**src/rtl/mmio_uart_tx.sv**
```systemverilog
// Memory-mapped 8N1 UART transmitter with a TX FIFO on the CPU store bus.
// Optional even-parity bit: define UART_TX_PARITY_EN.
module mmio_uart_tx #(
  parameter logic [31:0] BASE_ADDR    = 32'h0000_0400,
  parameter int          CLKS_PER_BIT = 16,
  parameter int          FIFO_DEPTH   = 4
) (
  input  logic        clk_i,
  input  logic        rst_i,
  input  logic        mem_write_i,
  input  logic [31:0] data_adr_i,
  input  logic [31:0] write_data_i,
  output logic [31:0] read_data_o,
  output logic        tx_o,
  output logic        busy_o
);

  localparam int AW = $clog2(FIFO_DEPTH);
  localparam int PW = AW + 1;
  localparam int CW = (CLKS_PER_BIT > 1) ? $clog2(CLKS_PER_BIT) : 1;
  localparam logic [CW-1:0] CNT_LAST    = CW'(CLKS_PER_BIT - 1);
  localparam logic [31:0]   STATUS_ADDR = BASE_ADDR + 32'd4;

  typedef enum logic [2:0] {
    S_IDLE   = 3'd0,
    S_START  = 3'd1,
    S_DATA   = 3'd2,
    S_PARITY = 3'd3,
    S_STOP   = 3'd4
  } state_t;

  function automatic logic even_parity(input logic [7:0] d);
    return ^d;
  endfunction

  state_t        state, state_nx;
  logic [CW-1:0] cnt, cnt_nx;
  logic [2:0]    idx, idx_nx;
  logic [7:0]    shift, shift_nx;
  logic          tx_r, tx_nx;
  logic          busy_r, busy_nx;
  logic          overflow;

  logic [7:0]    fifo_mem [FIFO_DEPTH];
  logic [PW-1:0] wr_ptr, rd_ptr, wr_ptr_nx, rd_ptr_nx, count;
  logic          full, empty, push_req, push, pop, drop, clr;
  logic [7:0]    head;
  logic          tick;
  logic          unused_bits;

  assign unused_bits = ^write_data_i[31:8];

  assign count    = wr_ptr - rd_ptr;
  assign empty    = (wr_ptr == rd_ptr);
  assign full     = (wr_ptr[AW] != rd_ptr[AW]) && (wr_ptr[AW-1:0] == rd_ptr[AW-1:0]);
  assign head     = fifo_mem[rd_ptr[AW-1:0]];
  assign push_req = mem_write_i && (data_adr_i == BASE_ADDR);
  // A full FIFO still takes the byte when the FSM pops in the same cycle.
  assign push     = push_req && (!full || pop);
  assign drop     = push_req && !push;
  assign clr      = mem_write_i && (data_adr_i == STATUS_ADDR);
  assign tick     = (cnt == CNT_LAST);

  assign wr_ptr_nx = wr_ptr + {{AW{1'b0}}, push};
  assign rd_ptr_nx = rd_ptr + {{AW{1'b0}}, pop};

  // FSM next state, bit timing, pop request and next line level
  always_comb begin
    state_nx = state;
    cnt_nx   = cnt;
    idx_nx   = idx;
    pop      = 1'b0;
    case (state)
      S_IDLE: begin
        cnt_nx = '0;
        if (!empty) begin
          pop      = 1'b1;
          state_nx = S_START;
        end else begin
          state_nx = S_IDLE;
        end
      end
      S_START: begin
        if (tick) begin
          cnt_nx   = '0;
          idx_nx   = 3'd0;
          state_nx = S_DATA;
        end else begin
          cnt_nx = cnt + 1'b1;
        end
      end
      S_DATA: begin
        if (tick) begin
          cnt_nx = '0;
          if (idx == 3'd7) begin
`ifdef UART_TX_PARITY_EN
            state_nx = S_PARITY;
`else
            state_nx = S_STOP;
`endif
          end else begin
            idx_nx = idx + 3'd1;
          end
        end else begin
          cnt_nx = cnt + 1'b1;
        end
      end
      S_PARITY: begin
        if (tick) begin
          cnt_nx   = '0;
          state_nx = S_STOP;
        end else begin
          cnt_nx = cnt + 1'b1;
        end
      end
      S_STOP: begin
        if (tick) begin
          cnt_nx = '0;
          if (!empty) begin
            pop      = 1'b1;
            state_nx = S_START;
          end else begin
            state_nx = S_IDLE;
          end
        end else begin
          cnt_nx = cnt + 1'b1;
        end
      end
      default: begin
        cnt_nx   = '0;
        idx_nx   = 3'd0;
        state_nx = S_IDLE;
      end
    endcase

    if (pop) begin
      shift_nx = head;
    end else begin
      shift_nx = shift;
    end

    case (state_nx)
      S_START:  tx_nx = 1'b0;
      S_DATA:   tx_nx = shift_nx[idx_nx];
      S_PARITY: tx_nx = even_parity(shift_nx);
      default:  tx_nx = 1'b1;
    endcase

    busy_nx = (state_nx != S_IDLE) || (wr_ptr_nx != rd_ptr_nx);
  end

  // FSM, shift register, line driver and busy flag
  always_ff @(posedge clk_i or posedge rst_i) begin
    if (rst_i) begin
      state  <= S_IDLE;
      cnt    <= '0;
      idx    <= 3'd0;
      shift  <= 8'h00;
      tx_r   <= 1'b1;
      busy_r <= 1'b0;
    end else begin
      state  <= state_nx;
      cnt    <= cnt_nx;
      idx    <= idx_nx;
      shift  <= shift_nx;
      tx_r   <= tx_nx;
      busy_r <= busy_nx;
    end
  end

  // FIFO pointers and sticky overflow flag
  always_ff @(posedge clk_i or posedge rst_i) begin
    if (rst_i) begin
      wr_ptr   <= '0;
      rd_ptr   <= '0;
      overflow <= 1'b0;
    end else begin
      wr_ptr <= wr_ptr_nx;
      rd_ptr <= rd_ptr_nx;
      if (drop) begin
        overflow <= 1'b1;
      end else if (clr) begin
        overflow <= 1'b0;
      end else begin
        overflow <= overflow;
      end
    end
  end

  // FIFO storage; contents are don't-care once the pointers reset
  always_ff @(posedge clk_i) begin
    if (push) begin
      fifo_mem[wr_ptr[AW-1:0]] <= write_data_i[7:0];
    end
  end

  // STATUS read mux
  always_comb begin
    read_data_o = 32'h0000_0000;
    if (data_adr_i == STATUS_ADDR) begin
      read_data_o = {24'h00_0000, 4'(count), overflow, empty, full, busy_r};
    end else begin
      read_data_o = 32'h0000_0000;
    end
  end

  assign tx_o   = tx_r;
  assign busy_o = busy_r;

endmodule

```
**config.mk**
```make
export PLATFORM = sky130hd
export DESIGN_NAME = mmio_uart_tx
export DESIGN_NICKNAME = d
export VERILOG_FILES = /design/src/rtl/mmio_uart_tx.sv
export SDC_FILE = /design/constraint.sdc
export NUM_CORES = 1
export LEC_CHECK = 0
export CORE_ASPECT_RATIO = 0.7
export CORE_UTILIZATION = 50
export CTS_BUF_LIST = sky130_fd_sc_hd__clkbuf_16
export DETAILED_ROUTE_END_ITERATION = 10
export PLACE_DENSITY = 0.86
export SYNTH_ARGS = -nofsm -noshare
export SYNTH_HDL_FRONTEND = slang
export SYNTH_SLANG_ARGS = --single-unit
export TNS_END_PERCENT = 30
```
**constraint.sdc**
```tcl
create_clock -name clk_i -period 6.6 [get_ports clk_i]
set_input_delay 1.98 -clock clk_i [delete_from_list [all_inputs] [get_ports clk_i]]
set_output_delay 1.98 -clock clk_i [all_outputs]
set_load 0.01 [all_outputs]
```
==> results of run 1 <==
state kept, by name, summed over array words and instances (netlist names):
register,cells
fifo_mem,32
overflow,1
tx_o,1
shift,8
cnt,4
idx,3
wr_ptr,3
busy_o,1
rd_ptr,3
state,3
cells in the mapped netlist, types with 2 or more instances:
cell type   n  area (sq um)
inv_1      10          37.5
mux2i_2     2          27.5
a21oi_1     4          20.0
ha_1        8           100
nand4_1     3          18.8
clkbuf_1    2          7.51
a22oi_1     2          15.0
and3_1      6          37.5
nand3_1     3          15.0
mux2_2      6          67.6
and2_1      2          12.5
nor3b_1     2          15.0
xnor2_1    11          96.3
a31oi_1     3          18.8
mux4_1      7           184
o211ai_1    2          15.0
xor2_1      7          61.3
buf_4      25           188
buf_6       3          33.8
dfrtp_1    26           651
nor2_1     13          48.8
edfxtp_1   32           961
nor3_1      4          20.0
o21bai_1    2          15.0
nor4_1      6          37.5
o21ai_0     3          15.0
mux2i_1     8          80.1
nand2_1     8          30.0
critical path: stages:
cell	delay, ns
clkdlybuf4s50_1	0.40
nor4b_1	0.37
nand4_1	0.17
nor2_1	0.22
nand2_1	0.16
nor3_1	0.15
clkdlybuf4s50_1	0.57
layer usage:
layer | GRT usage, % | up-vias
met5 | 0 | -
met4 | 6.63 | 0
met3 | 6.42 | 4
met2 | 34.9 | 36
met1 | 26.8 | 944
li1 | - | 916
through the flow:
stage | power, mW | cells | setup slack [ns]
final | 1.05 | 363 | 0.594
after global routing | 1.09 | 363 | 0.420
after CTS | 1.06 | 363 | 0.553
after detailed placement | 0.570 | 347 | 0.543
after global placement | 0.568 | 347 | 0.680
after floorplan | 0.539 | 252 | 1.71
power groups by stage:
stage	registers, mW	logic (mW)	clock network (mW)
after floorplan	0.425	0.114	0
final	0.422	0.148	0.479
after global placement	0.427	0.141	0
after global routing	0.423	0.164	0.501
after CTS	0.422	0.149	0.489
after detailed placement	0.428	0.142	0
area by class of cell:
type | instances | area share (%)
Inverter | 10 | 0.984
Multi-Input combinational cell | 152 | 32.2
Clock buffer | 9 | 5.90
Sequential cell | 59 | 42.9
Timing Repair Buffer | 51 | 13.4
Tap cell | 75 | 2.46
Clock inverter | 7 | 2.20
final timing paths:
check	to	slack [ns]	cells past startpoint
setup / recovery	read_data_o[2]	0.59	7
hold / removal	cnt[0]$_DFF_PP0_	0.51	1
setup reg to reg	busy_o$_DFF_PP0_	3.42	11
hold reg to reg	cnt[0]$_DFF_PP0_	0.51	1
max in group asynchronous	idx[1]$_DFF_PP0_	3.73	2
min in group asynchronous	cnt[0]$_DFF_PP0_	2.22	2
cells by family (layout without fill, tap and decap cells):
| family | Yosys count | count (layout) | synth area share [%] |
|---|---|---|---|
| flops | 59 | 59 | 53.8 |
| simple gates | 52 | 52 | 9.20 |
| buf+inv | 41 | 77 | 8.91 |
| mux | 24 | 24 | 12.5 |
| compound gates | 23 | 23 | 5.63 |
| xor+xnor | 19 | 19 | 5.91 |
| fa+ha+maj | 9 | 9 | 3.94 |
| other cells | 1 | 25 | 0.123 |
==> key figures, run 1 <==
Cells and area
  • Multi-input gate area: 1230 sq um
  • Post-layout instance area: 3820 sq um
  • Area added between synthesis and finish: 25.3%
  • Storage element area: 1640 sq um
  • Most used cells in the layout excluding fill and tap cells: clkdlybuf4s50_1 (51), edfxtp_1 (32), dfrtp_1 (26)
  • Fill cell total of the finished layout: 429
  • Total number of nets in the final design: 359
  • Number of diodes added for antenna fixing: 0
  • Most common cell after layout, fill and taps aside: clkdlybuf4s50_1
  • Core occupancy in the finished layout: 65.6%
  • Share of cells above drive strength 1: 9.72%

Route
  • DRC viols: 0
  • Wire length per cell after detailed routing: 16.3 microns
  • Detailed-route via count: 1900
  • First-pass DRT Iterations: 4
  • Post-detailed-route count of antenna-violating nets: 0
  • Iter 0 DRT Violations: 74
  • Uppermost layer routed: met4
  • Vias per std cell: 5.23
  • Detailed Route WL: 5.90 mm
  • Length of routed met2 wiring: 2.97 mm
  • Routed met1 length: 2.73 mm
  • Routed length on met3: 175 microns

Yosys
  • Number of warnings printed during yosys synthesis: 0
  • Fraction of synthesis flops using an asynchronous set or reset pin: 45.8%
  • Most used DFF post-synth: edfxtp_1
  • Post-synthesis instance area: 3050 sq um
  • Mean Syn Cell Area: 13.4 sq um
  • Post-synth cell types: 46
  • FF+latch count, synth: 59
  • Proportion of synthesized chip area in sequential cells: 53.8%
  • Number of flops mapped to enable cells by yosys: 32
  • Synthesized instance count: 228

Run
  • Number of max-cap violations: 0

Floorplan
  • Number of cell rows: 23
  • Area of the die: 6410 sq um
  • Number of top-level pins: 101
  • Die W: 95.3 microns
  • Area inside the core boundary: 5810 sq um
  • DIE HEIGHT: 67.3 microns
  • Starting density of the core: 52.4%

Setup path
  • Highest net fanout along the worst path: 5
  • Critical register-to-register path startpoint: rd_ptr[1]$_DFF_PP0_
  • Launch point of the worst path: data_adr_i[8]
  • Kind of end point of the critical path: output pin
  • Required time worst endpoint: 4.62 ns
  • Class of the most critical setup path: input pin to output pin
  • Launching element type of the critical path: input pin
  • Arrival time of data at the critical path endpoint: 4.03 ns

Hold path
  • Worst hold path type: register to register
  • Hold path start: cnt[0]$_DFF_PP0_

CTS
  • CTS root buffer: clkbuf_16
  • Clock sink total: 59
  • Clock tree from TritonCTS: yes
  • CTS Hold Bufs: 0
  • H-Tree Depth: 3
  • Clock slew at reported path FFs: 0.06 ns
  • Number of buffers added by the clock tree synthesis step: 9
  • Clock latency on the worst-skew pair: 0.32 ns
  • CTS-repair resized insts: 0
  • Post-CTS Repair Setup Buffers: 0
  • Maximum buffer depth of the clock tree: 2

Placed design
  • Number of port buffers: 51
  • Cell area reported after detailed placement: 3510 sq um
  • GPL Wtd Cong: 0.821
  • Detailed Place HPWL: 4.32 mm

Power and ir drop
  • Net Sw Frac: 24.3%
  • Leakage power total: 1.56 nW
  • Sequential share of power: 40.2%
  • Power density of the placed cells: 275 nW/um^2
  • Cell internal power dissipation: 793 uW
  • Share of power burned in combinational logic: 14.1%
  • Peak supply drop: 0.168 mV
  • Clk network pwr share: 45.7%
  • Sw Pwr: 255 uW

Global route
  • Vias in the first global route: 1904
  • GR Util All Layers: 21.1%
  • Global route total overflow: 0
  • Number of antenna violations at the first check in global routing: 0
  • Pin count of the biggest net entering global routing: 28
  • Global-route wire length before repair: 9.65 mm

Timing
  • Final period util: 91.0%
  • Setup skew after layout: 0.00893 ns
  • Relative slew slack: 29.5%
  • Final Hold Slack: 0.508 ns
  • Time the final worst path needs with I/O delays and setup: 6.01 ns
  • Slew of the pin with the lowest slew margin: 1.06 ns
  • Hold Violations, Final: 0
  • Fmax achieved: 0.166 GHz
  • Count of final setup violators: 0
  • Unrepaired setup endpoints after global routing: no
  • Final number of max-transition violations: 0
  • Total Neg Setup Slack: 0 ns

Outcome
  • Run status: finished clean
(Power assumes the default switching activity.)
==> inputs of run 2 (changes only) <==
--- a/config.mk
+++ b/config.mk
@@ -10,6 +10,7 @@
 export CTS_BUF_LIST = sky130_fd_sc_hd__clkbuf_16
 export DETAILED_ROUTE_END_ITERATION = 10
 export PLACE_DENSITY = 0.86
+export RECOVER_POWER = 25
 export SYNTH_ARGS = -nofsm -noshare
 export SYNTH_HDL_FRONTEND = slang
 export SYNTH_SLANG_ARGS = --single-unit
==> key figures, run 2 (synthesis results as in run 1) <==
Outcome
  • Run status: finished clean

Hold path
  • Worst hold path type: register to register
  • Hold path start: cnt[0]$_DFF_PP0_

CTS
  • CTS Hold Bufs: 0 (unchanged)
  • Clock tree from TritonCTS: yes
  • H-Tree Depth: 3 (unchanged)
  • Clock latency on the worst-skew pair: 0.32 ns (about the same)
  • Number of buffers added by the clock tree synthesis step: 9 (unchanged)
  • CTS-repair resized insts: 0 (unchanged)
  • Post-CTS Repair Setup Buffers: 0 (unchanged)
  • Clock slew at reported path FFs: 0.06 ns (about the same)
  • CTS root buffer: clkbuf_16
  • Maximum buffer depth of the clock tree: 2 (unchanged)
  • Clock sink total: 59 (unchanged)

Floorplan
  • Number of top-level pins: 101 (unchanged)
  • Die W: 95.3 microns (unchanged)
  • Area inside the core boundary: 5810 sq um (unchanged)
  • Number of cell rows: 23 (unchanged)
  • Area of the die: 6410 sq um (unchanged)
  • Starting density of the core: 52.4% (unchanged)
  • DIE HEIGHT: 67.3 microns (unchanged)

Cells and area
  • Area added between synthesis and finish: 24.6%
  • Post-layout instance count excluding filler cells: 363 (unchanged)
  • Most common cell after layout, fill and taps aside: clkdlybuf4s50_1
  • Total number of nets in the final design: 359 (unchanged)
  • Share of cells above drive strength 1: 6.25% (-3.5 points)
  • Flip-flop count of the largest register, all copies and words added: 32 (unchanged)
  • Number of diodes added for antenna fixing: 0 (unchanged)
  • Most used cells in the layout excluding fill and tap cells: clkdlybuf4s50_1 (48), edfxtp_1 (32), dfrtp_1 (26)
  • Core occupancy in the finished layout: 65.3% (-0.37 points)

Route
  • Wire length per cell after detailed routing: 16.3 microns (+0.24%)
  • Vias per std cell: 5.25 (+0.26%)
  • Detailed Route WL: 5.92 mm (+0.24%)
  • Post-detailed-route count of antenna-violating nets: 0 (unchanged)
  • First-pass DRT Iterations: 4 (unchanged)
  • Iter 0 DRT Violations: 73 (-1.4%)
  • DRC viols: 0 (unchanged)
  • Detailed-route via count: 1905 (+0.26%)

Setup path
  • Launching element type of the critical path: input pin
  • CP Buf/Inv Count: 2 (unchanged)
  • Cell repeated most along the worst path: clkdlybuf4s50_1
  • Critical register-to-register path startpoint: rd_ptr[1]$_DFF_PP0_
  • Class of the most critical setup path: input pin to output pin
  • Critical-path cell with the highest stage delay: clkdlybuf4s50_1
  • Launch point of the worst path: data_adr_i[8]
  • Ordered cell list for the critical path: clkdlybuf4s50_1 > nor4b_1 > nand4_1 > nor2_1 > nand2_1 > nor3_1 > clkdlybuf4s50_1
  • Kind of end point of the critical path: output pin
  • Highest net fanout along the worst path: 5 (unchanged)
  • Required time worst endpoint: 4.62 ns (about the same)
  • Family with the most delay on the worst path: simple AND/OR/NAND/NOR gates
  • Arrival time of data at the critical path endpoint: 4.03 ns (about the same)
  • Stage delay of the slowest cell on the critical path: 0.57 ns (about the same)

Timing
  • Final number of max-transition violations: 0 (unchanged)
  • Unrepaired setup endpoints after global routing: no
  • Final period util: 91.1% (+0.13 points)
  • Slew of the pin with the lowest slew margin: 1.05 ns (-0.00783 ns)
  • Count of final setup violators: 0 (unchanged)
  • Fmax achieved: 0.166 GHz (-0.14%)
  • Time the final worst path needs with I/O delays and setup: 6.01 ns (+0.00855 ns)
  • Hold Violations, Final: 0 (unchanged)
  • Final Hold Slack: 0.512 ns (+0.00386 ns)
  • Setup skew after layout: 0.00923 ns (+0.000299 ns)
  • Total Neg Setup Slack: 0 ns (unchanged)
  • Relative slew slack: 30.0% (+0.52 points)

Power and ir drop
  • Power density of the placed cells: 274 nW/um^2 (-0.11%)
  • Peak supply drop: 0.167 mV (-0.60%)
  • Leakage power total: 1.56 nW (+0.40%)

Placed design
  • Detailed Place HPWL: 4.32 mm (unchanged)
  • GPL Wtd Cong: 0.821 (unchanged)
  • Number of port buffers: 51 (unchanged)
  • Cell Count Post-Placement: 347 (unchanged)

Global route
  • Number of antenna violations at the first check in global routing: 0 (unchanged)
  • Global route total overflow: 0 (unchanged)
  • Vias in the first global route: 1904 (unchanged)
  • GR Util All Layers: 21.1% (unchanged)
  • Pin count of the biggest net entering global routing: 28 (unchanged)
  • Global-route wire length before repair: 9.65 mm (unchanged)

Run
  • Number of max-cap violations: 0 (unchanged)
## run 2: worst reg2reg max path, stage by stage (launching register included)
cell     delay [ns]
dfrtp_1        0.62
inv_1          0.10
ha_1           0.33
nand2_1        0.10
o221a_1        0.62
mux2i_1        0.42
xnor3_1        0.50
xnor2_1        0.14
nor3_1         0.06
or3b_1         0.39
## run 2: final cells by class
class	count	area, sq um
Fill cell	433	2020
Sequential cell	59	1640
Multi-Input combinational cell	152	1210
Timing Repair Buffer	51	510
Clock buffer	9	225
Tap cell	75	93.8
Clock inverter	7	83.8
Inverter	10	37.5
## run 2: metrics by stage
| stage | total power, mW | area, sq um | setup slack [ns] |
|---|---|---|---|
| 2_1_floorplan | 0.539 | 3140 | 1.71 |
| 3_3_place_gp | 0.568 | 3510 | 0.680 |
| 3_5_place_dp | 0.570 | 3510 | 0.543 |
| 4_1_cts | 1.06 | 3820 | 0.553 |
| 5_1_grt | 1.08 | 3790 | 0.420 |
| 6_report | 1.04 | 3790 | 0.585 |
## run 2: final timing paths
check / end / slack [ns] / cells after the start
worst max-delay path: read_data_o[2] / 0.59 / 7
worst min-delay path: cnt[0]$_DFF_PP0_ / 0.51 / 1
worst max register to register: tx_o$_DFF_PP1_ / 3.23 / 9
worst min register to register: cnt[0]$_DFF_PP0_ / 0.51 / 1
max in group asynchronous: idx[1]$_DFF_PP0_ / 3.74 / 2
min in group asynchronous: cnt[0]$_DFF_PP0_ / 2.21 / 2
## run 2: metal layers
| metal | GRT usage (%) | routed length (microns) |
|---|---|---|
| met1 | 26.8 | 2710 |
| met2 | 34.9 | 2980 |
| met3 | 6.42 | 198 |
| met5 | 0 | 0 |
| met4 | 6.63 | 25 |
## run 2: report_power, final
group | switching [mW] | internal, mW | leakage, nW
clock network | 0.179 | 0.299 | 0.149
registers | 0.0117 | 0.409 | 0.661
logic | 0.0625 | 0.0795 | 0.753
